==> src/rtl/fetch_pkg.sv <==
// rtl/fetch_pkg.sv - shared types, vector defaults and PC helper for the fetch sequencer
package fetch_pkg;

    typedef enum logic [1:0] {
        BOOT = 2'd0,
        RUN  = 2'd1,
        TRAP = 2'd2
    } fetch_state_e;

    localparam logic [31:0] RESET_PC_DEF = 32'h0040_0000;
    localparam logic [31:0] IRQ_VEC_DEF  = 32'h8000_0004;
    localparam logic [31:0] EXC_VEC_DEF  = 32'h8000_0008;
    localparam int          KERNEL_BIT   = 31;

    // Sequential increment wraps inside the current privilege half of the address space.
    function automatic logic [31:0] pc_inc(input logic [31:0] pc);
        pc_inc = {pc[KERNEL_BIT], pc[30:0] + 31'd4};
    endfunction

endpackage

==> src/rtl/fetch_next_pc.sv <==
// rtl/fetch_next_pc.sv - combinational next-PC priority mux for the fetch sequencer
module fetch_next_pc
    import fetch_pkg::*;
#(
    parameter logic [31:0] IRQ_VEC = IRQ_VEC_DEF,
    parameter logic [31:0] EXC_VEC = EXC_VEC_DEF
) (
    input  fetch_state_e i_state,
    input  logic [31:0]  i_pc,
    input  logic         i_stall,
    input  logic         i_redirect_en,
    input  logic [31:0]  i_redirect_pc,
    input  logic         i_exc,
    input  logic         i_irq_pend,
    output logic [31:0]  o_next_pc,
    output fetch_state_e o_next_state,
    output logic         o_next_valid,
    output logic         o_take_exc,
    output logic         o_take_irq,
    output logic         o_take_redirect
);

    logic w_run;
    logic w_user;

    assign w_run  = (i_state == RUN);
    assign w_user = ~i_pc[KERNEL_BIT];

    always_comb begin
        o_next_pc       = pc_inc(i_pc);
        o_next_state    = RUN;
        o_next_valid    = 1'b1;
        o_take_exc      = 1'b0;
        o_take_irq      = 1'b0;
        o_take_redirect = 1'b0;
        // BOOT always fetches sequentially; TRAP fetches with exc/irq masked.
        if (i_state != BOOT) begin
            if (w_run && i_exc) begin
                o_take_exc   = 1'b1;
                o_next_pc    = EXC_VEC;
                o_next_valid = 1'b0;
                o_next_state = TRAP;
            end else if (w_run && i_irq_pend && w_user && !i_stall) begin
                o_take_irq   = 1'b1;
                o_next_pc    = IRQ_VEC;
                o_next_valid = 1'b0;
                o_next_state = TRAP;
            end else if (i_redirect_en) begin
                o_take_redirect = 1'b1;
                o_next_pc       = {i_redirect_pc[KERNEL_BIT] & ~w_user, i_redirect_pc[30:0]};
                o_next_valid    = 1'b0;
            end else if (i_stall) begin
                o_next_pc = i_pc;
            end
        end
    end

endmodule

==> src/rtl/fetch_pc_ctrl.sv <==
// rtl/fetch_pc_ctrl.sv - fetch PC owner, IF/ID latch and trap vectoring; FETCH_PERF_CNT_EN adds perf counters
module fetch_pc_ctrl
    import fetch_pkg::*;
#(
    parameter logic [31:0] RESET_PC = RESET_PC_DEF,
    parameter logic [31:0] IRQ_VEC  = IRQ_VEC_DEF,
    parameter logic [31:0] EXC_VEC  = EXC_VEC_DEF
) (
    input  logic        clk,
    input  logic        reset,
    output logic [31:0] imem_addr,
    input  logic [31:0] imem_ins,
    input  logic        stall,
    input  logic        redirect_en,
    input  logic [31:0] redirect_pc,
    input  logic        exc,
    input  logic [31:0] exc_pc,
    input  logic        irq,
    output logic [31:0] if_id_ins,
    output logic [31:0] if_id_pc,
    output logic        if_id_valid,
    output logic        flush_id,
    output logic        epc_we,
    output logic [31:0] epc,
    output logic        kernel,
    output logic [31:0] perf_fetch,
    output logic [31:0] perf_bubble
);

    fetch_state_e r_state;
    logic [31:0]  r_pc;
    logic [31:0]  r_if_id_ins;
    logic [31:0]  r_if_id_pc;
    logic         r_if_id_valid;
    logic         r_epc_we;
    logic [31:0]  r_epc;
    logic         r_irq_pend;

    fetch_state_e w_next_state;
    logic [31:0]  w_next_pc;
    logic         w_next_valid;
    logic         w_take_exc;
    logic         w_take_irq;
    logic         w_take_redirect;
    logic         w_irq_pend;
    logic         w_hold;

    // A request arriving this cycle is eligible immediately, not only once latched.
    assign w_irq_pend = r_irq_pend | irq;
    assign w_hold     = stall & (r_state != BOOT) & ~(w_take_exc | w_take_irq | w_take_redirect);

    fetch_next_pc #(
        .IRQ_VEC (IRQ_VEC),
        .EXC_VEC (EXC_VEC)
    ) u_next_pc (
        .i_state         (r_state),
        .i_pc            (r_pc),
        .i_stall         (stall),
        .i_redirect_en   (redirect_en),
        .i_redirect_pc   (redirect_pc),
        .i_exc           (exc),
        .i_irq_pend      (w_irq_pend),
        .o_next_pc       (w_next_pc),
        .o_next_state    (w_next_state),
        .o_next_valid    (w_next_valid),
        .o_take_exc      (w_take_exc),
        .o_take_irq      (w_take_irq),
        .o_take_redirect (w_take_redirect)
    );

    always_ff @(posedge clk) begin
        if (!reset) begin
            r_state       <= BOOT;
            r_pc          <= RESET_PC;
            r_if_id_ins   <= '0;
            r_if_id_pc    <= '0;
            r_if_id_valid <= 1'b0;
            r_epc_we      <= 1'b0;
            r_epc         <= '0;
            r_irq_pend    <= 1'b0;
        end else begin
            r_state    <= w_next_state;
            r_pc       <= w_next_pc;
            r_epc_we   <= w_take_exc | w_take_irq;
            r_irq_pend <= w_take_irq ? 1'b0 : w_irq_pend;
            if (!w_hold) begin
                r_if_id_ins   <= imem_ins;
                r_if_id_pc    <= r_pc;
                r_if_id_valid <= w_next_valid;
            end
            if (w_take_exc) begin
                r_epc <= pc_inc(exc_pc);
            end else if (w_take_irq) begin
                r_epc <= redirect_en ? redirect_pc : r_pc;
            end
        end
    end

`ifdef FETCH_PERF_CNT_EN
    logic [31:0] r_perf_fetch;
    logic [31:0] r_perf_bubble;

    always_ff @(posedge clk) begin
        if (!reset) begin
            r_perf_fetch  <= '0;
            r_perf_bubble <= '0;
        end else if (!w_hold && w_next_valid) begin
            r_perf_fetch  <= r_perf_fetch + 32'd1;
        end else begin
            r_perf_bubble <= r_perf_bubble + 32'd1;
        end
    end

    assign perf_fetch  = r_perf_fetch;
    assign perf_bubble = r_perf_bubble;
`else
    assign perf_fetch  = '0;
    assign perf_bubble = '0;
`endif

    assign imem_addr   = r_pc;
    assign kernel      = r_pc[KERNEL_BIT];
    assign if_id_ins   = r_if_id_ins;
    assign if_id_pc    = r_if_id_pc;
    assign if_id_valid = r_if_id_valid;
    assign flush_id    = w_take_exc;
    assign epc_we      = r_epc_we;
    assign epc         = r_epc;

endmodule

==> config.mk <==
export PLATFORM = sky130hd
export DESIGN_NAME = fetch_pc_ctrl
export DESIGN_NICKNAME = d
export VERILOG_FILES = /design/src/rtl/fetch_pkg.sv /design/src/rtl/fetch_next_pc.sv /design/src/rtl/fetch_pc_ctrl.sv
export SDC_FILE = /design/constraint.sdc
export NUM_CORES = 1
export LEC_CHECK = 0
export CAP_MARGIN = 20
export CORE_UTILIZATION = 43
export DETAILED_ROUTE_END_ITERATION = 16
export PLACE_DENSITY = 0.81
export SLEW_MARGIN = 30
export SYNTH_ARGS = -nofsm -noshare
export SYNTH_HDL_FRONTEND = slang
export SYNTH_SLANG_ARGS = --single-unit
==> constraint.sdc <==
create_clock -name clk -period 2.1 [get_ports clk]
set_input_delay 0.42 -clock clk [delete_from_list [all_inputs] [get_ports clk]]
set_output_delay 0.42 -clock clk [all_outputs]
set_load 0.02 [all_outputs]
==> summary.txt <==
Placement
  – Detailed Place HPWL: 17700 um
  – Pre-CTS setup slack: -0.317 ns
  – Number of port buffers: between 200 and 250
  – Routability cong.: ~0.96

Setup path
  – Slowest cell delay on critical path: around 0.59 ns
  – FF-to-FF path depth: 6
  – Critical Path RT: around 1.7 ns
  – Worst Path Arrival: ~1.6 ns
  – WS Path Type: reg2out
  – Slowest stage cell, crit path: clkdlybuf4s50_1
  – Nature of the critical path endpoint: output port
  – CP cell instances: buf_4 > clkdlybuf4s50_1
  – CP max FO: 5
  – RR Endpoint: imem_addr[28]$_SDFFE_PN0P_
  – CP Launch Type: register
  – Reg2reg setup slack: 0.10 ns
  – Reg2reg start: imem_addr[2]$_SDFFE_PN0P_

Die
  – Chip height: approximately 130 um
  – Initial Utilization: between 40 and 50%
  – Die W: ~130 um
  – Core Box Area: approximately 0.016 sq mm
  – Die area: around 0.017 sq mm
  – Num ports: around 300
  – FP Rows: 46

Yosys
  – Synth Area in Adders: less than 1%
  – Multiplexer area fraction after synthesis: 3.83%
  – Share of the synthesized area in the top cell type: a little under two fifths
  – Synth async-reset ratio: 0%
  – Mapped cell area: around 0.0071 sq mm
  – Compound-Gate Fraction of Synth Area: between 10% and 20%
  – Xor-xnor portion of the synthesized cell area: 4.46%
  – Synth Register Bits: 133
  – Largest family of logic cells by synthesized area: simple AND/OR/NAND/NOR gates
  – Ys Warns: 0
  – Top_reg_cell synth: dfxtp_1
  – Register area share after synthesis: 37.7%
  – Post-synth cell types: 67
  – Avg Cell Area, Syn: between 8 and 9 sq um
  – Post-Synth Simple-Gate Area: between 20% and 30%
  – Number of synthesized flops with an enable pin: 0
  – Largest cells by area after synthesis: dfxtp_1 38%, nand2_1 9.1%, buf_4 7.1%
  – Cell taking the most area after synthesis: dfxtp_1
  – Instance count of the mapped netlist: 880

CTS
  – Clk buf depth: 2
  – Number of buffers created by CTS: 17
  – Root Driver: clkbuf_16
  – Clock latency at the later pin of the worst-skew pair: 0.42 ns
  – Clock sink count: 133
  – Post-CTS Setup Inserts: 0
  – CTS tree: built
  – Worst-path clk slew: around 0.06 ns
  – Max H-tree Level: 4

Routing
  – Routed wire length: roughly 23000 um
  – Via density: around 5.3
  – Detailed-route via count: ~7400
  – Drt initial violations: between 400 and 500
  – Avg WL per Cell: roughly 17 um
  – Residual DRC: 0
  – DRT Pass-1 Iters: 5
  – ANT nets after route: 0

Global route
  – Grt ovf: 0
  – Total track usage: 27.5%
  – Initial antenna violation count: 0
  – Vias in the first global route: around 7000
  – First-pass GRT wire length: about 36000 um
  – Largest net degree at the start of global routing: slightly below 80

Timing
  – Worst slew margin: between 60% and 70%
  – Final min period: roughly 2 ns
  – Final Hold Vio Count: 0
  – Fmax: slightly below 500 MHz
  – Worst Max-Slew Pin Slew: between 0.5 and 0.6 ns
  – Setup TNS: 0 ns
  – Slew Viols, Final: 0
  – Setup violations, final: 0
  – Worst setup margin: around 0.05 ns
  – Period utilisation layout: a little over nine tenths
  – Final Skew: roughly 0.010 ns
  – RSZ-0062 raised after global routing: false

Worst hold path
  – Hold Startpoint: redirect_en
  – Endpoint, Worst Hold: imem_addr[22]$_SDFFE_PN1P_
  – Hold Crit Depth: 3
  – Type of the worst min-delay path: in2reg

Run
  – Max Cap Viol: 0

Final layout
  – ANT cells: 0
  – Area delta synth->final: 51.1%
  – Layout fillers: about 1400
  – Layout cells sized above 1: 14.5%
  – Nets: ~1300

Power and ir drop
  – Leakage: around 0.0042 uW
  – Peak supply drop: roughly 580 uV
  – Pwr dens: approximately 700 mW/mm^2

Run status
  – Status: completed
[layout by cell type, fill, tap and decap left out, types with 6 or more instances in the layout]
master,instances
mux2i_1,27
clkbuf_16,17
nor3_1,11
nand4_1,16
nor2_1,41
xor2_1,21
and3_1,21
o22ai_1,7
nand3_1,29
o21ai_0,15
and4_1,13
nor4_1,8
clkdlybuf4s50_1,228
nand2_1,172
dfxtp_1,131
a211oi_1,45
nand2b_1,6
a21oi_1,90
xnor2_1,15
a31oi_1,6
buf_4,114
conb_1,64
[synthesized netlist by cell type, types with 8 or more instances]
master	count
nand2_1	172
dfxtp_1	133
a21oi_1	90
buf_4	67
a211oi_1	45
clkbuf_1	44
nor2_1	41
nand3_1	29
mux2i_1	27
and3_1	21
xor2_1	21
nand4_1	16
o21ai_0	15
xnor2_1	15
and4_1	13
nor3_1	11
buf_2	10
nor4_1	8
[cells by family (layout without fill, tap and decap cells)]
group	count (synthesis)	after routing
AOI/OAI and AO/OA	206	206
xor gates and xnor gates	36	36
adders and majority gates	2	2
buffers and inverters	131	389
DFF	133	133
muxes	27	27
other	1	64
and+or+nand+nor	344	344
[area by class of cell]
cell class                 instances  area, sq um  area share [%]
clock inverter                    15          133            1.24
inverter                           6         26.3           0.246
multi-input combinational        679         3880            36.3
sequential                       133         2670            25.0
clock buffer                      17          425            3.99
tap                              216          270            2.53
timing repair buffer             351         3280            30.7
[critical path, delay by kind of cell, from the launching register on]
kind / cells / cell delay (ns)
buf+inv: 2 / 0.76
flops: 1 / 0.45
[metrics by stage]
stage / std cells / cell area, sq um / hold WS (ns) / total power (uW) / utilization (%)
after floorplan: 943 / 7300 / 0.529 / 3840 / -
after global placement: 1385 / 10100 / 0.437 / 4670 / 63.4
after detailed placement: 1385 / 10100 / 0.444 / 4690 / 63.4
after CTS: 1417 / 10700 / 0.416 / 7510 / 66.9
after global routing: 1417 / 10700 / 0.468 / 7790 / 67.0
final: 1417 / 10700 / 0.443 / 7490 / 67.0
[where the power goes]
group / total [uW] / internal [uW] / switching (uW)
Clock: 2830 / 1630 / 1200
Sequential: 2830 / 2700 / 131
Combinational: 1830 / 853 / 974
[timing repair]
item,CTS,global route
endpoints found under the setup margin,1,6
gates resized for setup,1,4
hold buffers,0,0
[flip-flops by register name (all words and copies together), names as in the netlist]
name / cells
epc: 32
epc_we: 1
if_id_ins: 32
if_id_pc: 32
if_id_valid: 1
imem_addr: 32
r_irq_pend: 1
r_state: 2
[layer usage]
layer  track usage [%]  routed length [um]  up-vias
met5                 0                   0        -
met4              10.1                 534        0
met3              6.52                1880       38
met2              45.4               11400      347
met1              34.8                9640     3453
li1                  -                   -     3611
[worst max path at each step]
| stage | from | end | slack (ns) | cells past startpoint |
|---|---|---|---|---|
| after floorplan | imem_addr[2]$_SDFFE_PN0P_ | imem_addr[20]$_SDFFE_PN0P_ | 0.06 | 7 |
| after global placement | exc | imem_addr[13]$_SDFFE_PN0P_ | -0.25 | 7 |
| after detailed placement | exc | imem_addr[13]$_SDFFE_PN0P_ | -0.32 | 7 |
| after CTS | exc | flush_id | 0.004 | 5 |
| after global routing | r_state[1]$_SDFF_PN0_ | flush_id | 0.006 | 4 |
| final | imem_addr[8]$_SDFFE_PN0P_ | imem_addr[8] | 0.05 | 2 |
No activity file was read; power rests on OpenSTA's default activity.
